<file path="src/rtl/gray_wptr_ctrl.sv">
// rtl/gray_wptr_ctrl.sv - write-side pointer and status controller for a Gray-coded async FIFO
// Publishes a registered Gray write pointer and derives level/full flags from the synchronized read pointer.
module gray_wptr_ctrl #(
  parameter int ADDR_W = 4,
  parameter int AF_TH  = 12
) (
  input  logic              clk,
  input  logic              rst_n,
  input  logic              wr_req,
  input  logic              clr_ovf,
  input  logic [ADDR_W:0]   rptr_gray_async,
  output logic              wr_en_out,
  output logic [ADDR_W-1:0] wr_addr,
  output logic [ADDR_W:0]   wptr_gray,
  output logic [ADDR_W:0]   level,
  output logic              full,
  output logic              almost_full,
  output logic              overflow
);

  localparam logic [ADDR_W:0] DEPTH_V = {1'b1, {ADDR_W{1'b0}}};
  localparam logic [ADDR_W:0] AF_V    = (ADDR_W+1)'(AF_TH);

  logic [ADDR_W:0] wptr_bin;
  logic [ADDR_W:0] wptr_bin_next;
  logic [ADDR_W:0] rs1;
  logic [ADDR_W:0] rs2;
  logic [ADDR_W:0] rptr_bin;
  logic [ADDR_W:0] lvl_next;

  assign wr_en_out     = wr_req & ~full & rst_n;
  assign wptr_bin_next = wptr_bin + {{ADDR_W{1'b0}}, wr_en_out};
  assign wr_addr       = wptr_bin[ADDR_W-1:0];

  // Gray to binary: bit i is the XOR of all Gray bits at or above i.
  always_comb begin
    rptr_bin = '0;
    for (int i = 0; i <= ADDR_W; i++) begin
      rptr_bin[i] = ^(rs2 >> i);
    end
  end

  assign lvl_next = wptr_bin_next - rptr_bin;

  // Plain two-flop synchronizer; nothing may sit between rs1 and rs2.
  always_ff @(posedge clk) begin
    if (!rst_n) begin
      rs1 <= '0;
      rs2 <= '0;
    end else begin
      rs1 <= rptr_gray_async;
      rs2 <= rs1;
    end
  end

  // Flags come from the next-state pointer so the filling write blocks the very next cycle.
  always_ff @(posedge clk) begin
    if (!rst_n) begin
      wptr_bin    <= '0;
      wptr_gray   <= '0;
      level       <= '0;
      full        <= 1'b0;
      almost_full <= 1'b0;
      overflow    <= 1'b0;
    end else begin
      wptr_bin    <= wptr_bin_next;
      wptr_gray   <= wptr_bin_next ^ (wptr_bin_next >> 1);
      level       <= lvl_next;
      full        <= (lvl_next == DEPTH_V);
      almost_full <= (lvl_next >= AF_V);
      if (wr_req & full) begin
        overflow <= 1'b1;
      end else if (clr_ovf) begin
        overflow <= 1'b0;
      end
    end
  end

endmodule

</file>
<file path="config.mk">
export PLATFORM = sky130hd
export DESIGN_NAME = gray_wptr_ctrl
export DESIGN_NICKNAME = d
export VERILOG_FILES = /design/src/rtl/gray_wptr_ctrl.sv
export SDC_FILE = /design/constraint.sdc
export NUM_CORES = 1
export LEC_CHECK = 0
export ABC_AREA = 1
export ABC_CLOCK_PERIOD_IN_PS = 5200
export BUFFER_PORTS_ARGS = -buffer_cell sky130_fd_sc_hd__buf_4
export CAP_MARGIN = 20
export CORE_MARGIN = 8
export CORE_UTILIZATION = 54
export DETAILED_ROUTE_END_ITERATION = 10
export GPL_ROUTABILITY_DRIVEN = 0
export PLACE_DENSITY = 0.79
export SLEW_MARGIN = 30
export SYNTH_ARGS = -nofsm -noshare
export SYNTH_HDL_FRONTEND = slang
export SYNTH_SLANG_ARGS = --single-unit
</file>
<file path="constraint.sdc">
create_clock -name clk -period 5.2 [get_ports clk]
set_clock_uncertainty 0.1 [all_clocks]
set_input_delay 1.04 -clock clk [delete_from_list [all_inputs] [get_ports clk]]
set_output_delay 1.04 -clock clk [all_outputs]
set_load 0.01 [all_outputs]
</file>
# --- Word-level counts from Yosys, hierarchy flattened ---
# Cells that the tools add are included.
word_totals:
  ff_bits: 28
  in_bits: 9
  output_inout_bits: 18
  word_cells: 25
classes:
  addsub: 2
  n_lt_le_gt_ge: 1
  eq_ne: 1
  n_mux: 2
  bitwise: 5
  n_reduce_logical: 6
ops:
  columns: ["operator", "n"]
  rows:
  - ["$reduce_xor A5 Y1", 5]
  - ["$add A5 B1 Y5", 1]
  - ["$eq A5 B5 Y1 const B", 1]
  - ["$ge A5 B4 Y1 const B", 1]
  - ["$sub A5 B5 Y5", 1]
  - ["$xor A5 B4 Y5", 1]
  - ["$and A1 B1 Y1", 3]
  - ["$mux W1", 2]
  - ["$reduce_bool A2 Y1", 1]
  - ["$not A1 Y1", 1]

# --- Longest topological paths before layout ---
# Gate-level depths: netlist (run 1).
depth:
  word_depth: 6
  ltp_mapped: 17
  mapped_depth_nobuf: 16

# --- Worst setup path after synthesis (run 1) ---
# No wires, ideal clock.
synth_timing:
  kind: "input-to-reg"
  from: "in rst_n"
  to: "reg full"
  setup_time_ns: 0.062
  arrival_ns: 2.843
  required_ns: 5.038
  path_slack_ns: 2.194
  stages: 17
  path_buffers: 1
  cell_sequence: "buf_4 nand2_1 nor2_1 ha_1 ha_1 inv_1 nand2_1 nand2_1 inv_1 ha_1 inv_1 nand2_1 nand2_2 nand2_1 nor2_1 nand3_1 nor2_2"
synth_via:
  elab_chain_cells: 4
synth_lines:
  columns: ["item", "line", "source"]
  rows:
  - ["start: declaration", "8", "input logic rst_n,"]
  - ["$and A1 B1 Y1", "31", "assign wr_en_out = wr_req & ~full & rst_n;"]
  - ["named net wr_en_out", "12", "output logic wr_en_out,"]
  - ["$add A5 B1 Y5", "32", "assign wptr_bin_next = wptr_bin + {{ADDR_W{1'b0}}, wr_en_out};"]
  - ["named net wptr_bin_next[1]", "25", "logic [ADDR_W:0] wptr_bin_next;"]
  - ["$sub A5 B5 Y5", "43", "assign lvl_next = wptr_bin_next - rptr_bin;"]
  - ["$eq A5 B5 Y1", "69", "full <= (lvl_next == DEPTH_V);"]
  - ["end signal: assignment", "69", null]
  - ["end: declaration", "16", "output logic full,"]
# The timed path passes the listed nets, and every way through them passes these cells.
# A chain may end at the register's enable or synchronous reset.

# --- Worst setup path in the final report (run 1) ---
layout_timing:
  from: "in rst_n"
  to: "reg full"
layout_via:
  elab_chain_cells: 4
layout_lines:
  columns: ["item", "line"]
  rows:
  - ["$and A1 B1 Y1", "31"]
  - ["$add A5 B1 Y5", "32"]
  - ["named net wptr_bin_next[1]", "25"]
  - ["$sub A5 B5 Y5", "43"]
  - ["$eq A5 B5 Y1", "69"]
# The timed path passes the listed nets, and every way through them passes these cells.

==> flow_summary_export.csv, run 1 <==
group,metric,value,unit
run_status,outcome,"completed",
floorplanning,die_h,63.7,um
place,placed_area,0.00145,mm2
worst_setup_path,required,5.37,ns
global_route,grt_max_degree,19,
global_route,met1_usage,12.7,%
route,drt_iter0_markers,30,
worst_setup_path,reg2reg_to,"full",
cts,path_clk_slew,0.14,ns
worst_setup_path,critPathTopFamily,"simple AND/OR/NAND/NOR gates",
timing,setup-violations-final,0,
timing,clock.fmax,0.352,GHz
synthesis,synth-edff-count,0,
power,p_int,0.295,mW
worst_setup_path,reg2reg_from,"full",
route,drt_wl_total,2380,um
route,drc,0,
timing,fin_crit_sh,54.6,%
worst_setup_path,cpPeakStageDelay,0.29,ns
worst_setup_path,cp.arrival,3.00,ns
route,num_vias,1026,
synthesis,ys_seq_area_share,44.0,%
route,wl_per_cell,10.9,um
cells_and_area,regArea,541,um2
place,io_buffers,26,
cells_and_area,nFillCells,199,
cts,insertion_delay,0.31,ns
cells_and_area,diodes,0,
timing,relSlewSlack,75.6,%
route,final_antenna_net_count,0,
worst_setup_path,crit_end,"full",
cts,clock_sinks,27,
global_route,grt.total_usage,12.5,%
synthesis,synth_warnings,0,
route,vias_per_cell,4.71,
cells_and_area,layout_common_cells,"nand2_1, inv_1, dfxtp_1",
synthesis,synth-async-reset-ratio,0,%
global_route,antenna_found_initial,0,
worst_setup_path,ff2ff_path_depth,15,
synthesis,synth_ff_type,"dfxtp_1",
global_route,top_usage_layer,"met2",
cells_and_area,fin_area,0.00147,mm2
synthesis,synthCells,162,
worst_setup_path,crit_start,"rst_n",
synthesis,syn_avg_cell_area,7.58,um2
synthesis,synth_area,0.00123,mm2
worst_setup_path,critPathSlowestCell,"ha_1",
worst_setup_path,cp_num_buf_inv,4,
power,comb_power_share,23.9,%
cells_and_area,nets,204,
job,maxCapViolations,0,
global_route,overflow,0,
floorplanning,placeableCoreArea,0.00219,mm2
power,seqPwrFrac,55.3,%
timing,hold_viol,0,
cts,numCtsBuffers,3,
global_route,grt_pass1_wl,4110,um
floorplanning,start_util,56.0,%
cells_and_area,multiInputGateArea,552,um2
synthesis,synth_cell_types,23,
global_route,grt_pass1_vias,995,
cells_and_area,drive_above_1_share,25.8,%
worst_setup_path,critPathLaunchType,"input port",
floorplanning,dieArea,0.00405,mm2
timing,rsz0062_at_grt,"no",
worst_setup_path,end_kind,"register",
power,p_sw_share,28.5,%
worst_setup_path,cp_cell_sequence,"buf_4 -> nand2_1 -> nor2_1 -> ha_1 -> ha_1 -> inv_1 -> nand2_1 -> nand2_1 -> inv_1 -> ha_1 -> inv_1 -> nand2_1 -> nand2_2 -> nand2_1 -> nor2_1 -> nand3_1 -> nor2_2",
worst_setup_path,path_max_fanout,18,
synthesis,synth_seq_cells,27,
floorplanning,rows,17,
power,ir_drop,0.196,mV
synthesis,syn_nets,175,
floorplanning,ioPinCount,27,
cts,root_buffer,"clkbuf_4",
worst_setup_path,path_class,"in -> reg",
cts,cts_hold_buf,0,
cts,h-tree-depth,1,
power,p_clk_share,20.8,%
worst_setup_path,regToRegSetupSlack,2.96,ns
worst_setup_path,cp_common_cell,"nand2_1",
route,first_pass_iters,4,
cells_and_area,layout_commonest_cell,"nand2_1",
power,powerDensity,280,mW/mm2
cells_and_area,area_delta_synth_final,20.0,%
global_route,grt_use_met2,22.6,%
global_route,grt_util_met3,3.89,%
cts,cts_tree,"yes",
place,dp_hpwl,1890,um
worst_setup_path,cp.depth,17,
timing,period_minus_slack,2.84,ns
worst_hold_path,hold_class,"reg -> reg",
floorplanning,die_w,63.7,um
timing,fin_tns_setup,0,ns
timing,finalMaxSlewViolations,0,
power,switching_power,0.118,mW
cts,cts.repair.resized,0,
cts,cts_buffer_depth,2,
power,leakagePower,0.844,nW
timing,worst_slew_pin_slew,0.364,ns
cts,postCtsSetupRepairBufs,0,
[final cells by class]
| type | instances | area share (%) |
|---|---|---|
| clock buffer | 4 | 1.78 |
| inverter | 33 | 8.41 |
| multi-input combinational | 100 | 37.5 |
| sequential | 27 | 36.7 |
| tap | 28 | 2.38 |
| timing repair buffer | 26 | 13.3 |
[worst min-delay path by stage]
stage	start	to	slack [ns]	cells past startpoint
4_1_cts	rs1[4]	rs2[4]	0.33	2
3_3_place_gp	rs1[3]	rs2[3]	0.29	2
3_5_place_dp	rs1[4]	rs2[4]	0.30	2
5_1_grt	rs1[4]	rs2[4]	0.35	2
6_report	rs1[4]	rs2[4]	0.33	2
2_1_floorplan	rs1[0]	rs2[0]	0.29	2
[power groups by stage]
stage | clock [mW] | sequential [mW] | combinational [mW]
6_report | 0.0857 | 0.228 | 0.0987
5_1_grt | 0.0983 | 0.230 | 0.113
4_1_cts | 0.0905 | 0.229 | 0.0997
3_5_place_dp | 0 | 0.233 | 0.0990
3_3_place_gp | 0 | 0.233 | 0.0970
2_1_floorplan | 0 | 0.239 | 0.0585
[synthesized netlist by cell type, types with 2 or more instances]
| library cell | instances | share of area (%) |
|---|---|---|
| nor2_1 | 10 | 3.1 |
| nand2_2 | 7 | 3.6 |
| ha_1 | 4 | 4.1 |
| inv_2 | 2 | 0.61 |
| nand3_1 | 7 | 2.9 |
| nand2_1 | 49 | 15 |
| xor2_1 | 3 | 2.1 |
| inv_1 | 31 | 9.5 |
| nand3_2 | 5 | 4.1 |
| a21oi_1 | 4 | 1.6 |
| nand4_1 | 2 | 1.0 |
| dfxtp_1 | 27 | 44 |
[worst min-delay path: cells and delay by family, from the launching register on]
family / cells / cell delay [ns]
and+or+nand+nor: 1 / 0.05
buffers and inverters: 1 / 0.03
DFF: 1 / 0.32
[state kept, by name, indices dropped and copies added (netlist names)]
name and flops:
almost_full 1, full 1, level 5, overflow 1
rs1 5, rs2 5, wptr_bin 4, wptr_gray 5
[routing by layer]
layer	share of wire, %	up-vias
li1	-	536
met1	43	465
met2	51	23
met3	4.7	2
met4	1.2	0
met5	0	-
[cell families (layout without fill, tap and decap cells)]
family                     Yosys count  count (layout)  share of synthesized area (%)
AOI/OAI and AO/OA                    8               8                           4.38
buffers and inverters               35              63                           11.0
adders and majority gates            4               4                           4.08
xor gates and xnor gates             6               6                           5.51
and+or+nand+nor                     82              82                           31.0
DFF                                 27              27                           44.0
[per-stage QoR]
step	worst slack, ns	instances	util (%)	power, mW	hold slack, ns
2_1_floorplan	2.19	162	-	0.297	0.290
3_3_place_gp	2.12	214	66.0	0.330	0.293
3_5_place_dp	2.05	214	66.0	0.332	0.303
4_1_cts	2.37	218	67.2	0.419	0.334
5_1_grt	2.07	218	67.2	0.442	0.351
6_report	2.36	218	67.2	0.413	0.329
(Power assumes the default switching activity.)
==> run 2, diff against run 1 <==
- ABC_CLOCK_PERIOD_IN_PS: 5200 -> 2700
- CORE_UTILIZATION: 54 -> 52
- PLACE_DENSITY: 0.79 -> 0.77
- clock period: 5.2 -> 2.7 ns (I/O delays scaled with it)
==> run 2 against run 1 <==
Against the previous run:
- critical path depth decreased by 2
- first-iteration DRC count grew 6.7%
- via count is 1.1% higher
- clock power increased by 97%
- die area up 2.9%
- flip-flop and latch count is the same
- non-clock buffer count increased by 2
- final cell count is 0.92% higher
- combinational power is 94% higher
- worst setup slack worse by 1.9 ns
==> flow_summary_export.csv, run 2 (synthesized netlist as in run 1, its figures left out) <==
group,metric,value,unit
route,drt_wl_total,2390,um
worst_setup_path,cp_common_cell,"nand2_1",
cts,postCtsSetupRepairBufs,0,
timing,finalMaxSlewViolations,0,
cells_and_area,nets,206,
floorplanning,dieArea,0.00417,mm2
floorplanning,die_w,64.6,um
route,final_antenna_net_count,0,
place,io_buffers,26,
cells_and_area,fin_util,66.6,%
timing,holdWs,0.292,ns
cells_and_area,diodes,0,
global_route,grt_pass1_vias,1017,
cells_and_area,area_delta_synth_final,21.2,%
global_route,overflow,0,
worst_hold_path,hold_class,"in -> reg",
route,drc,0,
route,first_pass_iters,4,
global_route,grt_pass1_wl,4170,um
place,dp_hpwl,1920,um
worst_setup_path,cp.arrival,2.43,ns
worst_setup_path,critPathLaunchType,"register",
floorplanning,ioPinCount,27,
worst_setup_path,path_class,"reg -> reg",
worst_setup_path,required,2.87,ns
timing,rsz0062_at_grt,"no",
floorplanning,rows,17,
worst_setup_path,path_max_fanout,4,
cts,insertion_delay,0.31,ns
run_status,outcome,"completed",
cts,root_buffer,"clkbuf_4",
cells_and_area,finalNonFillerCells,220,
cells_and_area,fin_area,0.00149,mm2
floorplanning,start_util,55.0,%
place,placed_area,0.00146,mm2
cells_and_area,drive_above_1_share,26.6,%
cts,numCtsBuffers,3,
cts,cts_buffer_depth,2,
power,ir_drop,0.347,mV
route,vias_per_cell,4.71,
timing,worst_slew_pin_slew,0.303,ns
power,powerDensity,538,mW/mm2
timing,clock.fmax,0.442,GHz
job,maxCapViolations,0,
global_route,antenna_found_initial,0,
place,dp.cells,216,
cts,cts_tree,"yes",
worst_setup_path,end_kind,"register",
floorplanning,die_h,64.6,um
worst_setup_path,critPathSlowestCell,"dfxtp_1",
cells_and_area,layout_common_cells,"nand2_1, inv_1, buf_4",
cells_and_area,layout_commonest_cell,"nand2_1",
timing,fin_crit_sh,83.8,%
cts,h-tree-depth,1,
route,num_vias,1037,
cts,cts_hold_buf,0,
global_route,grt.total_usage,12.1,%
global_route,grt_max_degree,18,
cts,clock_sinks,27,
timing,period_minus_slack,2.26,ns
worst_setup_path,cpPeakStageDelay,0.38,ns
timing,hold_viol,0,
timing,setup-violations-final,0,
cts,cts.repair.resized,0,
cts,path_clk_slew,0.13,ns
worst_setup_path,cp_cell_sequence,"nor2_1 -> ha_1 -> ha_1 -> inv_1 -> nand2_1 -> nand2_1 -> inv_1 -> ha_1 -> inv_1 -> nand2_1 -> nand2_2 -> nand2_1 -> nor2_1 -> nand3_1 -> nor2_2",
route,wl_per_cell,10.9,um
power,leakagePower,0.853,nW
timing,fin_tns_setup,0,ns
timing,relSlewSlack,79.8,%
route,drt_iter0_markers,32,
floorplanning,placeableCoreArea,0.00223,mm2
run 2: routing by layer:
layer  vias up  track usage, %  wire [um]  part of all wire [%]
met3         6            3.78        194                   8.1
li1        541               -          -                     -
met1       462            12.0        983                    41
met4         0            5.45         45                   1.9
met5         -               0          0                     0
met2        28            22.4       1170                    49
run 2: final cells by class:
type	instances	area, um2
clock buffer	4	26.3
fill	198	746
inverter	33	124
multi-input combinational	100	552
sequential	27	541
tap	28	35.0
timing repair buffer	28	210
run 2: critical path, delay by kind of cell (launching register included):
kind	cells	cell delay [ns]
fa+ha+maj	3	0.77
simple gates	9	0.71
flops	1	0.38
buf+inv	3	0.25
run 2: stage by stage:
stage | setup slack, ns | power [mW]
after floorplan | 0.194 | 0.572
after detailed placement | 0.142 | 0.642
after global placement | 0.215 | 0.636
after global routing | 0.221 | 0.854
final | 0.437 | 0.800
after CTS | 0.434 | 0.809
run 2: final timing paths:
check                     start     end  slack (ns)  cells past startpoint
max                        full    full        0.44                     15
max reg2reg                full    full        0.44                     15
min          rptr_gray_async[4]  rs1[4]        0.29                      3
min reg2reg              rs1[0]  rs2[0]        0.33                      2
run 2: where the power goes:
part	internal, mW	total (mW)	switching, mW
sequential	0.428	0.440	0.0117
combinational	0.0837	0.191	0.107
clock	0.0578	0.169	0.111
